<file path="src/rtl/anf_fl_tex_pkg.sv">
// anf_fl_tex_pkg: shared block geometry, fetch states and format codes for the texture path
package anf_fl_tex_pkg;
  localparam int TEX_BLOCK_BYTES = 16;
  localparam int TEX_BLOCK_DIM = 4;
  localparam int TEX_BLOCK_SHIFT = $clog2(TEX_BLOCK_BYTES);
  localparam int TEX_DIM_SHIFT = $clog2(TEX_BLOCK_DIM);
  typedef enum logic [1:0] {IDLE, MREQ, MWAIT, OUT} fetch_state_e;
  localparam logic [4:0] FMT_ETC2_RGB8 = 5'd0;
  localparam logic [4:0] FMT_ETC2_RGB8A1 = 5'd1;
  localparam logic [4:0] FMT_ETC2_RGBA8 = 5'd2;
  localparam logic [4:0] FMT_EAC_R11 = 5'd3;
  localparam logic [4:0] FMT_EAC_RG11 = 5'd4;
endpackage

</file>
<file path="src/rtl/anf_fl_tex_block_addr.sv">
// anf_fl_tex_block_addr: wraps texel coordinates and forms the 4x4 block byte address
module anf_fl_tex_block_addr
  import anf_fl_tex_pkg::*;
#(
  parameter int ADDR_W = 32,
  parameter int COORD_W = 12,
  parameter int LOG2_W = 4
) (
  input  logic [COORD_W-1:0] u,
  input  logic [COORD_W-1:0] v,
  input  logic [ADDR_W-1:0]  base,
  input  logic [LOG2_W-1:0]  wlog2,
  input  logic [LOG2_W-1:0]  hlog2,
  output logic [ADDR_W-1:0]  addr,
  output logic [1:0]         u_texel,
  output logic [1:0]         v_texel
);
  logic [COORD_W-1:0] uw, vw;
  logic [ADDR_W-1:0] bx, by;
  // a shift of the all-ones word by >= COORD_W yields an all-ones mask
  assign uw = u & ~({COORD_W{1'b1}} << wlog2);
  assign vw = v & ~({COORD_W{1'b1}} << hlog2);
  assign bx = ADDR_W'(uw >> TEX_DIM_SHIFT);
  assign by = ADDR_W'(vw >> TEX_DIM_SHIFT);
  assign addr = base + (((by << (wlog2 - LOG2_W'(TEX_DIM_SHIFT))) + bx) << TEX_BLOCK_SHIFT);
  assign u_texel = uw[1:0];
  assign v_texel = vw[1:0];
endmodule

</file>
<file path="src/rtl/anf_fl_tex_block_fetch.sv">
// anf_fl_tex_block_fetch: fetches the 128-bit ETC2 block for a texel through a one-entry cache
module anf_fl_tex_block_fetch
  import anf_fl_tex_pkg::*;
#(
  parameter int ADDR_W = 32,
  parameter int COORD_W = 12,
  parameter int LOG2_W = 4
) (
  input  logic               clk,
  input  logic               rst,
  input  logic               req_valid,
  output logic               req_ready,
  input  logic [COORD_W-1:0] req_u,
  input  logic [COORD_W-1:0] req_v,
  input  logic [ADDR_W-1:0]  req_base,
  input  logic [LOG2_W-1:0]  req_wlog2,
  input  logic [LOG2_W-1:0]  req_hlog2,
  input  logic [4:0]         req_format,
  input  logic               invalidate,
  output logic               mem_req_valid,
  input  logic               mem_req_ready,
  output logic [ADDR_W-1:0]  mem_addr,
  input  logic               mem_resp_valid,
  input  logic [127:0]       mem_resp_data,
  output logic               out_valid,
  input  logic               out_ready,
  output logic [127:0]       out_data,
  output logic [4:0]         out_format,
  output logic [1:0]         out_u_texel,
  output logic [1:0]         out_v_texel
);
  fetch_state_e state;
  logic tag_valid, hit;
  logic [ADDR_W-1:0] tag_addr, addr;
  logic [127:0] blk;
  logic [1:0] u_texel, v_texel;
  anf_fl_tex_block_addr #(.ADDR_W(ADDR_W), .COORD_W(COORD_W), .LOG2_W(LOG2_W)) u_addr (
    .u(req_u), .v(req_v), .base(req_base), .wlog2(req_wlog2), .hlog2(req_hlog2),
    .addr(addr), .u_texel(u_texel), .v_texel(v_texel)
  );
  // a same-cycle invalidate must already make the lookup miss
  assign hit = tag_valid && !invalidate && tag_addr == addr;
  assign req_ready = state == IDLE;
  assign mem_req_valid = state == MREQ;
  assign out_valid = state == OUT;
  always_ff @(posedge clk) begin
    if (rst) begin
      state <= IDLE;
      tag_valid <= 1'b0;
      tag_addr <= '0;
      blk <= '0;
      mem_addr <= '0;
      out_data <= '0;
      out_format <= '0;
      out_u_texel <= '0;
      out_v_texel <= '0;
    end else begin
      case (state)
        IDLE: if (req_valid) begin
          mem_addr <= addr;
          out_format <= req_format;
          out_u_texel <= u_texel;
          out_v_texel <= v_texel;
          out_data <= blk;
          state <= hit ? OUT : MREQ;
        end
        MREQ: if (mem_req_ready) state <= MWAIT;
        MWAIT: if (mem_resp_valid) begin
          blk <= mem_resp_data;
          tag_addr <= mem_addr;
          tag_valid <= 1'b1;
          out_data <= mem_resp_data;
          state <= OUT;
        end
        OUT: if (out_ready) state <= IDLE;
        default: state <= IDLE;
      endcase
      if (invalidate) tag_valid <= 1'b0;
    end
  end
endmodule

</file>
<file path="config.mk">
export PLATFORM = sky130hd
export DESIGN_NAME = anf_fl_tex_block_fetch
export DESIGN_NICKNAME = d
export VERILOG_FILES = /design/src/rtl/anf_fl_tex_pkg.sv /design/src/rtl/anf_fl_tex_block_addr.sv /design/src/rtl/anf_fl_tex_block_fetch.sv
export SDC_FILE = /design/constraint.sdc
export NUM_CORES = 1
export LEC_CHECK = 0
export ABC_AREA = 0
export CORE_MARGIN = 5
export CORE_UTILIZATION = 46
export CTS_CLUSTER_SIZE = 25
export DETAILED_ROUTE_END_ITERATION = 12
export PLACE_DENSITY = 0.77
export RECOVER_POWER = 100
export SLEW_MARGIN = 20
export SYNTH_ARGS = -nofsm -noshare
export SYNTH_HDL_FRONTEND = slang
export SYNTH_SLANG_ARGS = --single-unit
</file>
<file path="constraint.sdc">
create_clock -name clk -period 6.7 [get_ports clk]
set_input_delay 1.34 -clock clk [delete_from_list [all_inputs] [get_ports clk]]
set_output_delay 1.34 -clock clk [all_outputs]
set_load 0.02 [all_outputs]
</file>
# Word-level counts from Yosys, hierarchy flattened
# Index checks and enable logic that the tools add are counted.
# Widths: inputs -> output; s select.
[totals]
register_bits = 332
latchBits = 0
mem_bits_rw = 0
mem_bits_ro = 0
input_bits = 204
word_cells = 46
n_memories = 0
[op_classes]
addsub = 3
mul = 0
div_mod_pow = 0
magnitude_cmp = 0
eq_ne = 8
shift = 3
n_mux = 9
n_bitwise = 4
reduce_logical = 10
[ops]
columns = ["operator", "count"]
rows = [
  ["$mux 128", 2],
  ["$pmux 128 s2", 1],
  ["$add 32x32->32", 1],
  ["$eq 32x32->1", 1],
  ["$add 28x10->28", 1],
  ["$shl 10x4->28", 1],
  ["$and 12x12->12", 2],
  ["$not 12->12", 2],
  ["$shl 12x4->12 const A", 2],
  ["$mux 2", 5],
  ["$pmux 2 s4", 1],
  ["$eq 2x2->1 const B", 2],
  ["$ne 2x1->1 const B", 2],
  ["$ne 2x2->1 const B", 2],
  ["$reduce_and 2->1", 2],
  ["$reduce_and 4->1", 1],
  ["$sub 4x2->4 const B", 1],
  ["$reduce_and 3->1", 1],
  ["$eq 2x1->1 const B", 1],
  ["$logic_and 1x1->1", 2],
  ["$logic_not 2->1", 1],
  ["$reduce_bool 2->1", 1],
  ["$reduce_or 2->1", 1],
  ["$logic_not 1->1", 1],
]

# Depth between registers and ports, before layout
# Gate-level depths: netlist (run 1).
[depth]
word_depth = 11
depth_mapped = 30
mapped_depth_nobuf = 26

# By module
# A second synthesis (run 1) with hierarchy kept.
[unflattened]
hier_cells = 1930
hier_area_um2 = 16009.1
[by_module_without_submodules]
columns = ["module", "instances", "cells_per_inst", "area_each_um2", "seq_area_each_um2"]
rows = [
  ["anf_fl_tex_block_fetch", 1, 1513, 13021.2, 6646.4],
  ["anf_fl_tex_block_addr", 1, 417, 2987.9, 0.0],
]

# Worst setup path after synthesis (run 1)
# Ideal clock, no wire load.
[synth_timing]
path_kind = "in2reg"
start = "in req_wlog2[1]"
end = "reg state[1]"
setup_time_ns = 0.118
arrival_time_ns = 6.630
t_required_ns = 6.582
slack_ns = -0.048
path_stages = 29
path_buffers = 4
cell_sequence = "buf_2 -> inv_2 -> ha_1 -> ha_1 -> clkbuf_1 -> clkbuf_1 -> nand2_1 -> nor2_1 -> ha_1 -> a21o_1 -> a21oi_1 -> o21bai_1 -> a21oi_1 -> o21ai_0 -> a311o_1 -> nor2b_1 -> nand3_1 -> xnor2_1 -> ha_1 -> buf_2 -> a21oi_2 -> o21ai_2 -> a211oi_1 -> a31oi_2 -> a2111oi_2 -> nor2_1 -> xnor2_1 -> xnor2_1 -> o21ai_1"
[synth_between]
elab_chain_cells = 10
[synth_rtl]
columns = ["element", "line_no", "source"]
rows = [
  ["from (decl)", "anf_fl_tex_block_fetch.sv:16", "input logic [LOG2_W-1:0] req_wlog2,"],
  ["parallel branches: the longest is 3 deep, another holds $sub 4x2->4", "-", ""],
  ["$add 28x10->28 (*)", "anf_fl_tex_block_addr.sv:25", "assign addr = base + (((by << (wlog2 - LOG2_W'(TEX_DIM_SHIFT))) + bx) << TEX_BLOCK_SHIFT);"],
  ["$add 32x32->32 (*)", "anf_fl_tex_block_addr.sv:25", ""],
  ["$eq 32x32->1 (*)", "anf_fl_tex_block_fetch.sv:42", "assign hit = tag_valid && !invalidate && tag_addr == addr;"],
  ["$logic_and 1x1->1 (*)", "anf_fl_tex_block_fetch.sv:42", ""],
  ["$mux 2 (*)", "anf_fl_tex_block_fetch.sv:65", "state <= hit ? OUT : MREQ;"],
  ["$mux 2 (*)", "anf_fl_tex_block_fetch.sv:59", "IDLE: if (req_valid) begin"],
  ["$pmux 2 s4 (*)", "anf_fl_tex_block_fetch.sv:58", "case (state)"],
  ["to (signal assigned)", "anf_fl_tex_block_fetch.sv:65", ""],
  ["to (decl)", "anf_fl_tex_block_fetch.sv:32", "fetch_state_e state;"],
]
# Mark *: on every way between the ends. The select of a mux whose other input is x is not followed.
# A chain may end at the register's enable or synchronous reset.

# Worst setup path after layout (run 1)
[layout_timing]
start = "in req_hlog2[0]"
end = "reg state[1]"
[layout_between]
elab_chain_cells = 11
[layout_rtl]
columns = ["element", "line_no", "source"]
rows = [
  ["from (decl)", "anf_fl_tex_block_fetch.sv:17", "input logic [LOG2_W-1:0] req_hlog2,"],
  ["$shl 12x4->12", "anf_fl_tex_block_addr.sv:22", "assign vw = v & ~({COORD_W{1'b1}} << hlog2);"],
  ["$not 12->12", "anf_fl_tex_block_addr.sv:22", ""],
  ["$and 12x12->12", "anf_fl_tex_block_addr.sv:22", ""],
  ["$shl 10x4->28", "anf_fl_tex_block_addr.sv:25", ""],
  ["$add 28x10->28", "anf_fl_tex_block_addr.sv:25", ""],
  ["$add 32x32->32", "anf_fl_tex_block_addr.sv:25", ""],
  ["$eq 32x32->1", "anf_fl_tex_block_fetch.sv:42", ""],
  ["$logic_and 1x1->1", "anf_fl_tex_block_fetch.sv:42", ""],
  ["$mux 2", "anf_fl_tex_block_fetch.sv:65", ""],
  ["$mux 2", "anf_fl_tex_block_fetch.sv:59", ""],
  ["$pmux 2 s4", "anf_fl_tex_block_fetch.sv:58", ""],
]
# No other way between the ends. The select of a mux whose other input is x is not followed.

==> results.txt, run 1 <==
----------------------------------------------------
[Status]
  Result of the run ... complete, but fails checks
  Violations in the final reports ... capacitance limit, slew limit

[Floorplanning]
  Number of core rows ... 69
  Horizontal die dimension ... 200 µm
  Initial cell density of the core ... 46.7%
  Area enclosed by the die boundary ... 40100 µm²
  Number of ports placed on the die boundary ... 376
  Area of the placeable core ... 35700 µm²
  Vertical die dimension ... 200 µm

[STA]
  Peak clock frequency supported by timing ... 0.157 GHz
  Setup repair after global routing missed its margin ... yes
  Worst-case hold slack ... 0.448 ns
  Worst Max-Slew Pin Slew ... 3.51 ns
  Endpoints failing setup ... 0
  Fin crit period ... 6.35 ns
  Worst slew margin ... -134%
  Pins Over Slew Limit ... 374
  Final setup skew ... 0.0212 ns
  Setup Total Neg Slack ... 0 ns
  Final period utilization ... 94.8%
  Total count of hold-check failures in the final report ... 0

[CTS]
  Number of levels in the clock H-tree ... 2
  Number of buffers added for setup after CTS ... 0
  TritonCTS clock tree ... done
  TritonCTS Buffers ... 35
  Clock root buffer ... sky130_fd_sc_hd__clkbuf_16
  Clk slew on worst S/H paths ... 0.06 ns
  Worst-Skew Late Latency ... 0.51 ns
  Number of clock sinks ... 332
  Number of buffers between clock root and the deepest sink ... 3

[Logic synthesis]
  Synth warnings ... 0
  Synthesized cell area ... 16600 µm²
  Synthesized-area fraction occupied by ao, oa, aoi and oai cells ... 20.9%
  Synthesized netlist net count ... 2295
  Primary FF master, synth ... sky130_fd_sc_hd__dfxtp_1
  #FFs+latches synth ... 332
  Multiplexer share of the synthesized area ... 8.55%
  Dominant combinational cell family by area after synthesis ... compound AO/OA/AOI/OAI gates
  Cell types occupying the most area after synthesis ... sky130_fd_sc_hd__dfxtp_1, sky130_fd_sc_hd__nand2_1, sky130_fd_sc_hd__mux2i_1
  Count of flip-flops with a built-in enable after synthesis ... 0
  Post-synthesis area per instance ... 8.14 µm²
  Number of unique standard cell types used by synthesis ... 97
  Simple-gate share of the synthesized area ... 18.9%
  Fraction of post-synthesis cell area in the top cell type by area ... 39.9%
  Mapped Cells ... 2045
  Post-synthesis xor/xnor area fraction ... 3.82%
  Share of async-settable or async-resettable flops after synthesis ... 0%
  Library cell with the largest summed area after synthesis ... sky130_fd_sc_hd__dfxtp_1
  Synth Area in Adders ... 3.55%
  Share of the yosys chip area belonging to registers ... 39.9%

[Worst setup path]
  Worst Reg-to-Reg Cells ... 5
  Crit Path Max Fanout ... 7
  R2R Path Start ... state[1]
  Start point of the critical path ... req_hlog2[0]
  Slack of the worst reg-to-reg path ... 2.60 ns
  Data arrival time of the critical path ... 6.74 ns
  Req. time, crit path ... 7.09 ns
  Class of the most critical setup path ... in -> reg
  Kind of launch point of the worst setup path ... input port
  CP endpoint kind ... flop

[Layout]
  Fraction of final layout cells sized beyond drive strength 1 ... 10.1%
  Leading cell type in the layout, fill and taps excluded ... sky130_fd_sc_hd__nand2_1
  Area growth from synthesis to layout ... 35.9%
  Number of fillers in the final layout ... 3014
  Commonest non-fill, non-tap cells in the layout ... sky130_fd_sc_hd__nand2_1, sky130_fd_sc_hd__clkdlybuf4s50_1, sky130_fd_sc_hd__dfxtp_1
  # nets final ... 2694
  Post-Route Utilization ... 63.5%

[Detailed routing]
  1st-iter DRT viols ... 950
  Total length of routed wires ... 55500 µm
  Detailed Routing Iterations Pass 1 ... 5
  Total via count after detailed routing ... 16200
  Number of nets still failing antenna checks after routing ... 0
  WL per Instance ... 18.9 µm
  Residual DRC count ... 0
  Via count normalized by instance count ... 5.51

[Placement]
  # port buffers ... 375
  Last weighted congestion value of the routability-driven placer ... 0.964
  Placed wire-length estimate after detailed placement ... 40900 µm

[Global route]
  Number of antenna violations at the first check in global routing ... 8
  Highest-utilization routing layer at the global route stage ... met2
  Number of global-route vias before repair ... 15400
  GR Layer Usage met2 ... 44.1%
  Grt met3 use ... 5.32%
  Pin count of the biggest net entering global routing ... 257
  Wire length of the first global-routing pass ... 86000 µm
  Met1 routing resource usage after global routing ... 33.5%
  Global route total overflow ... 0
  Combined global-route utilization of all metal layers ... 26.0%

[Power and ir drop]
  Power Dens Cells ... 294 nW/µm²
  Worst vdd rail ir drop ... 0.255 mV
  Leakage power ... 8.08 nW

[Min path]
  Worst hold-check path type ... reg -> reg
  Instance count along the most critical hold path ... 2
  Worst Min Path Start ... out_u_texel[1]

[Flow run]
  Max Cap Violations ... 3

----------------------------------------------------
==> state kept, by name, indices dropped and copies added, names as in the netlist <==
| register | count |
|---|---|
| out_format | 5 |
| tag_valid | 1 |
| out_data | 128 |
| tag_addr | 32 |
| mem_addr | 32 |
| blk | 128 |
| state | 2 |
| out_v_texel | 2 |
| out_u_texel | 2 |
==> cell usage after synthesis, types with 14 or more instances <==
library cell,instances
sky130_fd_sc_hd__mux2i_1,134
sky130_fd_sc_hd__dfxtp_1,332
sky130_fd_sc_hd__nand4_1,16
sky130_fd_sc_hd__nand3_1,19
sky130_fd_sc_hd__xor2_1,24
sky130_fd_sc_hd__clkbuf_1,123
sky130_fd_sc_hd__inv_1,22
sky130_fd_sc_hd__nand2b_1,14
sky130_fd_sc_hd__a211oi_1,136
sky130_fd_sc_hd__ha_1,44
sky130_fd_sc_hd__nand2_1,431
sky130_fd_sc_hd__nor3_1,15
sky130_fd_sc_hd__a21oi_1,249
sky130_fd_sc_hd__buf_2,18
sky130_fd_sc_hd__xnor2_1,30
sky130_fd_sc_hd__nor2_1,192
sky130_fd_sc_hd__a21o_1,14
sky130_fd_sc_hd__o21ai_0,35
==> metal layers <==
layer / up-vias / share of wire (%)
li1: 7956 / -
met2: 522 / 48
met3: 79 / 6.9
met4: 2 / 2.7
met5: - / 0.023
met1: 7620 / 43
==> logic make-up after synthesis <==
| logic type | Yosys count |
|---|---|
| AO/OA/AOI/OAI | 537 |
| XOR/XNOR | 61 |
| adder cells (fa/ha/maj) | 46 |
| buffers and inverters | 180 |
| flip-flops | 332 |
| multiplexers | 139 |
| other | 1 |
| AND/OR/NAND/NOR | 749 |
==> metrics by stage <==
| stage | std cells | instance area, µm² | setup slack (ns) | power [mW] |
|---|---|---|---|---|
| after floorplan | 2045 | 16700 | 0.000207 | 3.70 |
| after global placement | 2868 | 21500 | -0.261 | 4.74 |
| after detailed placement | 2868 | 21500 | -0.370 | 4.78 |
| after CTS | 2928 | 22600 | 0.153 | 6.65 |
| after global routing | 2933 | 22600 | -0.0115 | 6.97 |
| final | 2934 | 22600 | 0.350 | 6.65 |
==> critical path, stage by stage <==
cell and delay (ns):
sky130_fd_sc_hd__clkdlybuf4s50_1 0.46, sky130_fd_sc_hd__buf_4 0.17, sky130_fd_sc_hd__o311ai_1 0.35, sky130_fd_sc_hd__o21ai_0 0.20, sky130_fd_sc_hd__nor2_1 0.12, sky130_fd_sc_hd__nor2_1 0.08
sky130_fd_sc_hd__mux2i_1 0.27, sky130_fd_sc_hd__o22ai_1 0.13, sky130_fd_sc_hd__ha_1 0.32, sky130_fd_sc_hd__and2_1 0.16, sky130_fd_sc_hd__a22o_1 0.20, sky130_fd_sc_hd__a311o_1 0.38
sky130_fd_sc_hd__nor2b_1 0.19, sky130_fd_sc_hd__nand3_1 0.10, sky130_fd_sc_hd__xnor2_1 0.13, sky130_fd_sc_hd__ha_2 0.36, sky130_fd_sc_hd__a21oi_2 0.23, sky130_fd_sc_hd__o21ai_4 0.11
sky130_fd_sc_hd__a211oi_1 0.28, sky130_fd_sc_hd__a31oi_2 0.23, sky130_fd_sc_hd__a2111oi_2 0.36, sky130_fd_sc_hd__nor2_1 0.10, sky130_fd_sc_hd__xnor2_1 0.23, sky130_fd_sc_hd__xnor2_1 0.15
sky130_fd_sc_hd__o21ai_1 0.08
==> worst paths after layout <==
check,to
worst max-delay path,state[1]
worst max register to register,blk[51]
worst min register to register,out_u_texel[1]
worst min-delay path,out_u_texel[1]
==> power by group <==
group / internal (mW) / leakage [nW] / switching, mW / total [mW]
Clock: 1.09 / 0.535 / 0.764 / 1.85
Sequential: 2.22 / 2.71 / 0.145 / 2.37
Combinational: 1.09 / 4.84 / 1.34 / 2.43
Total: 4.40 / 8.08 / 2.25 / 6.65
==> timing repair <==
item,CTS,global route
hold buffers,0,0
endpoints found under the setup margin,0,6
resized for setup,0,16
==> cell type report <==
type	count	area, µm²	area share (%)
tap	461	577	2.55
sequential	332	6650	29.4
clock inverter	10	115	0.509
multi-input combinational	1533	9370	41.4
timing repair buffer	518	4840	21.4
inverter	24	90.1	0.398
antenna	6	15.0	0.0664
clock buffer	50	973	4.30
(Power assumes the default switching activity.)
==> run 2, diff against run 1 <==
--- a/config.mk
+++ b/config.mk
@@ -7,12 +7,14 @@
 export LEC_CHECK = 0
 export ABC_AREA = 0
 export CORE_MARGIN = 5
-export CORE_UTILIZATION = 46
+export CORE_UTILIZATION = 53
 export CTS_CLUSTER_SIZE = 25
 export DETAILED_ROUTE_END_ITERATION = 12
-export PLACE_DENSITY = 0.77
+export DONT_BUFFER_PORTS = 1
+export PLACE_DENSITY = 0.71
 export RECOVER_POWER = 100
 export SLEW_MARGIN = 20
 export SYNTH_ARGS = -nofsm -noshare
 export SYNTH_HDL_FRONTEND = slang
+export SYNTH_HIERARCHICAL = 1
 export SYNTH_SLANG_ARGS = --single-unit
==> results.txt, run 2 <==
----------------------------------------------------
[Status]
  Result of the run ... complete, but fails checks
  Violations in the final reports ... capacitance limit, slew limit

[Detailed routing]
  Number of nets still failing antenna checks after routing ... 0 (unchanged)
  Via count normalized by instance count ... 5.72 (+3.7%)
  1st-iter DRT viols ... 1051 (+11%)
  Total length of routed wires ... 43300 µm (-22%)
  WL per Instance ... 18.7 µm (-1.1%)
  Detailed Routing Iterations Pass 1 ... 5 (unchanged)
  Residual DRC count ... 0 (unchanged)
  Total via count after detailed routing ... 13200 (-18%)

[CTS]
  Number of buffers between clock root and the deepest sink ... 3 (unchanged)
  Number of levels in the clock H-tree ... 2 (unchanged)
  Number of clock sinks ... 332 (unchanged)
  Worst-Skew Late Latency ... 0.51 ns (about the same)
  Clk slew on worst S/H paths ... 0.06 ns (about the same)
  TritonCTS Buffers ... 35 (unchanged)
  Clock root buffer ... sky130_fd_sc_hd__clkbuf_16
  # hold bufs at CTS ... 0 (unchanged)
  TritonCTS clock tree ... done

[Worst setup path]
  R2R Path Start ... state[0]
  Worst reg2reg path endpoint ... out_data[71]
  Worst Reg-to-Reg Cells ... 6 (+1)
  Class of the most critical setup path ... in -> reg
  Data arrival time of the critical path ... 6.84 ns (+0.10 ns)
  Req. time, crit path ... 7.12 ns (+0.03 ns)
  Worst stage delay on the critical path ... 0.39 ns (-0.07 ns)
  Crit Path Max Fanout ... 11 (+4)
  Kind of launch point of the worst setup path ... input port
  Slack of the worst reg-to-reg path ... 0.43 ns (-2.17 ns)
  Critical path's slowest cell ... sky130_fd_sc_hd__a2111oi_4
  CP endpoint kind ... flop

[Logic synthesis]
  #FFs+latches synth ... 332 (unchanged)
  Primary FF master, synth ... sky130_fd_sc_hd__dfxtp_1
  Synthesized-area fraction occupied by ao, oa, aoi and oai cells ... 19.3% (-1.6 points)
  Share of async-settable or async-resettable flops after synthesis ... 0% (unchanged)
  Multiplexer share of the synthesized area ... 8.69% (+0.14 points)
  Post-synthesis xor/xnor area fraction ... 3.88% (+0.067 points)
  Number of unique standard cell types used by synthesis ... 82 (-15%)
  Most used standard cells in the synthesized netlist ... sky130_fd_sc_hd__nand2_1, sky130_fd_sc_hd__dfxtp_1, sky130_fd_sc_hd__a21oi_1
  Library cell with the largest summed area after synthesis ... sky130_fd_sc_hd__dfxtp_1
  Dominant combinational cell family by area after synthesis ... compound AO/OA/AOI/OAI gates
  Cell types occupying the most area after synthesis ... sky130_fd_sc_hd__dfxtp_1, sky130_fd_sc_hd__nand2_1, sky130_fd_sc_hd__mux2i_1
  Count leader, synth ... sky130_fd_sc_hd__nand2_1
  Simple-gate share of the synthesized area ... 17.7% (-1.2 points)
  Share of the yosys chip area belonging to registers ... 41.5% (+1.6 points)
  Mapped Cells ... 1930 (-5.6%)
  Synthesized cell area ... 16000 µm² (-3.8%)
  Post-synthesis area per instance ... 8.29 µm² (+1.9%)
  Synth Area in Adders ... 3.77% (+0.22 points)
  Count of flip-flops with a built-in enable after synthesis ... 0 (unchanged)
  Fraction of post-synthesis cell area in the top cell type by area ... 41.5% (+1.6 points)
  Synthesized netlist net count ... 2181 (-5.0%)
  Synth warnings ... 6 (+6)

[Layout]
  Leading cell type in the layout, fill and taps excluded ... sky130_fd_sc_hd__nand2_1
  Commonest non-fill, non-tap cells in the layout ... sky130_fd_sc_hd__nand2_1, sky130_fd_sc_hd__dfxtp_1, sky130_fd_sc_hd__a21oi_1
  Layout Cell Area excl Fill ... 17500 µm² (-22%)
  Fraction of final layout cells sized beyond drive strength 1 ... 9.01% (-1.1 points)
  # nets final ... 2147 (-20%)
  Count of placed standard cells in the final layout, fillers left out ... 2312 (-21%)
  Area growth from synthesis to layout ... 9.59%
  Registers with the most flip-flops ... blk x128, out_data x128

[Flow run]
  Max Cap Violations ... 5 (+2)

[STA]
  Worst Max-Slew Pin Slew ... 4.41 ns (+0.903 ns)
  Worst slew margin ... -194% (-60 points)
  Final period utilization ... 95.9% (+1.1 points)
  Worst-case hold slack ... 0.451 ns (+0.00366 ns)
  Pins Over Slew Limit ... 437 (+17%)
  Total count of hold-check failures in the final report ... 0 (unchanged)
  Fin crit period ... 6.42 ns (+0.0746 ns)
  Peak clock frequency supported by timing ... 0.156 GHz (-1.2%)
  Endpoints failing setup ... 0 (unchanged)
  Setup Total Neg Slack ... 0 ns (unchanged)
  Final setup skew ... 0.0242 ns (+0.00301 ns)

[Global route]
  Combined global-route utilization of all metal layers ... 23.9% (-2.1 points)
  Number of antenna violations at the first check in global routing ... 5 (-3)
  Wire length of the first global-routing pass ... 66100 µm (-23%)
  Global route total overflow ... 0 (unchanged)
  Pin count of the biggest net entering global routing ... 333 (+30%)
  Number of global-route vias before repair ... 12200 (-21%)

[Power and ir drop]
  Fraction of power spent switching nets ... 39.7% (+5.8 points)
  Leakage power ... 6.18 nW (-24%)
  Power Dens Cells ... 421 nW/µm² (+43%)
  Worst vdd rail ir drop ... 0.336 mV (+32%)
  Share of total power in sequential cells ... 44.4% (+8.8 points)
  Combinational power share ... 31.3% (-5.2 points)
  Psw ... 2.93 mW (+30%)
  Clock power frac ... 24.3% (-3.6 points)
  Int Power ... 4.45 mW (+1.2%)
  Power Total ... 7.38 mW (+11%)

[Min path]
  Worst hold-check path type ... reg -> reg
  Instance count along the most critical hold path ... 2 (unchanged)
  Worst Min Path Start ... blk[53]
  Worst-case hold path end point ... blk[53]

[Floorplanning]
  Number of ports placed on the die boundary ... 376 (unchanged)
  Number of core rows ... 63 (-8.7%)
  Area of the placeable core ... 29700 µm² (-17%)
  Area enclosed by the die boundary ... 33800 µm² (-16%)
  Horizontal die dimension ... 184 µm (-8.2%)
  Initial cell density of the core ... 53.9% (+7.2 points)
  Vertical die dimension ... 184 µm (-8.2%)

[Placement]
  Number of instances in the placed design ... 2247 (-22%)
  Cell area after placement ... 16400 µm² (-23%)
  # port buffers ... 0 (-100%)
  Placed wire-length estimate after detailed placement ... 30600 µm (-25%)
  Last weighted congestion value of the routability-driven placer ... 0.936 (-3.0%)

----------------------------------------------------
## run 2: cell types whose count changed after synthesis, sizes merged, moves of 7 or more
cell	change
nand3	-10
clkbuf	-49
nor2	-22
xnor2	+32
o21bai	+7
xor2	-15
nand2b	-12
o21ai	-19
buf	+37
a21oi	-14
## run 2: logic make-up (layout without fill, tap and decap cells)
logic type / after synthesis / in the layout
adder cells (fa/ha/maj): 47 / 47
multiplexers: 136 / 136
other: 1 / 2
XOR/XNOR: 71 / 71
AO/OA/AOI/OAI: 486 / 486
AND/OR/NAND/NOR: 685 / 685
flip-flops: 332 / 332
buffers and inverters: 172 / 163
## run 2: critical path: cells and delay by family
kind | cells | cell delay [ns]
compound gates | 14 | 3.10
xor+xnor | 2 | 0.33
fa+ha+maj | 2 | 0.55
simple gates | 9 | 1.52
## run 2: power groups by stage
stage                     logic (mW)  clock network (mW)  registers, mW
after floorplan                 1.94                   0           3.16
after global placement          2.16                   0           3.31
after detailed placement        2.22                   0           3.33
after CTS                       2.23                1.84           3.28
after global routing            2.60                1.92           3.33
final                           2.31                1.80           3.28
## run 2: timing repair
action | in CTS | in global routing
setup endpoints to repair | 0 | 1
setup buffers | 0 | 2
gates resized for setup | 0 | 9
## run 2: stage by stage
stage / util [%] / setup WS (ns)
finish: 59.0 / 0.276
global route: 59.0 / -0.0196
CTS: 58.9 / 0.304
detailed placement: 55.3 / -0.191
global placement: 55.3 / -0.0309
floorplan: - / -0.220
## run 2: cell type report
type | count | area [µm²]
well taps | 390 | 488
clock buffers | 55 | 1010
repair buffers | 73 | 544
flip-flops and latches | 332 | 6650
fillers | 2628 | 12200
diodes | 1 | 2.50
clock inverters | 7 | 62.6
multi-input cells | 1426 | 8680
inverters | 28 | 105
## run 2: worst max-delay path by stage
stage | endpoint | start | slack (ns) | cells after the start
2_1_floorplan | state[1] | req_wlog2[1] | -0.22 | 32
3_3_place_gp | state[1] | req_hlog2[1] | -0.03 | 27
3_5_place_dp | state[1] | req_hlog2[1] | -0.19 | 27
4_1_cts | state[1] | req_hlog2[1] | 0.30 | 27
5_1_grt | state[1] | req_hlog2[3] | -0.02 | 28
6_report | state[1] | req_hlog2[1] | 0.28 | 27
## run 2: per-layer routing
metal | up-vias | global-route usage [%] | routed length, µm
met1 | 6130 | 28.7 | 16700
met2 | 376 | 39.7 | 20900
li1 | 6617 | - | -
met3 | 92 | 8.35 | 3980
met4 | 8 | 8.90 | 1580
met5 | - | 0 | 68
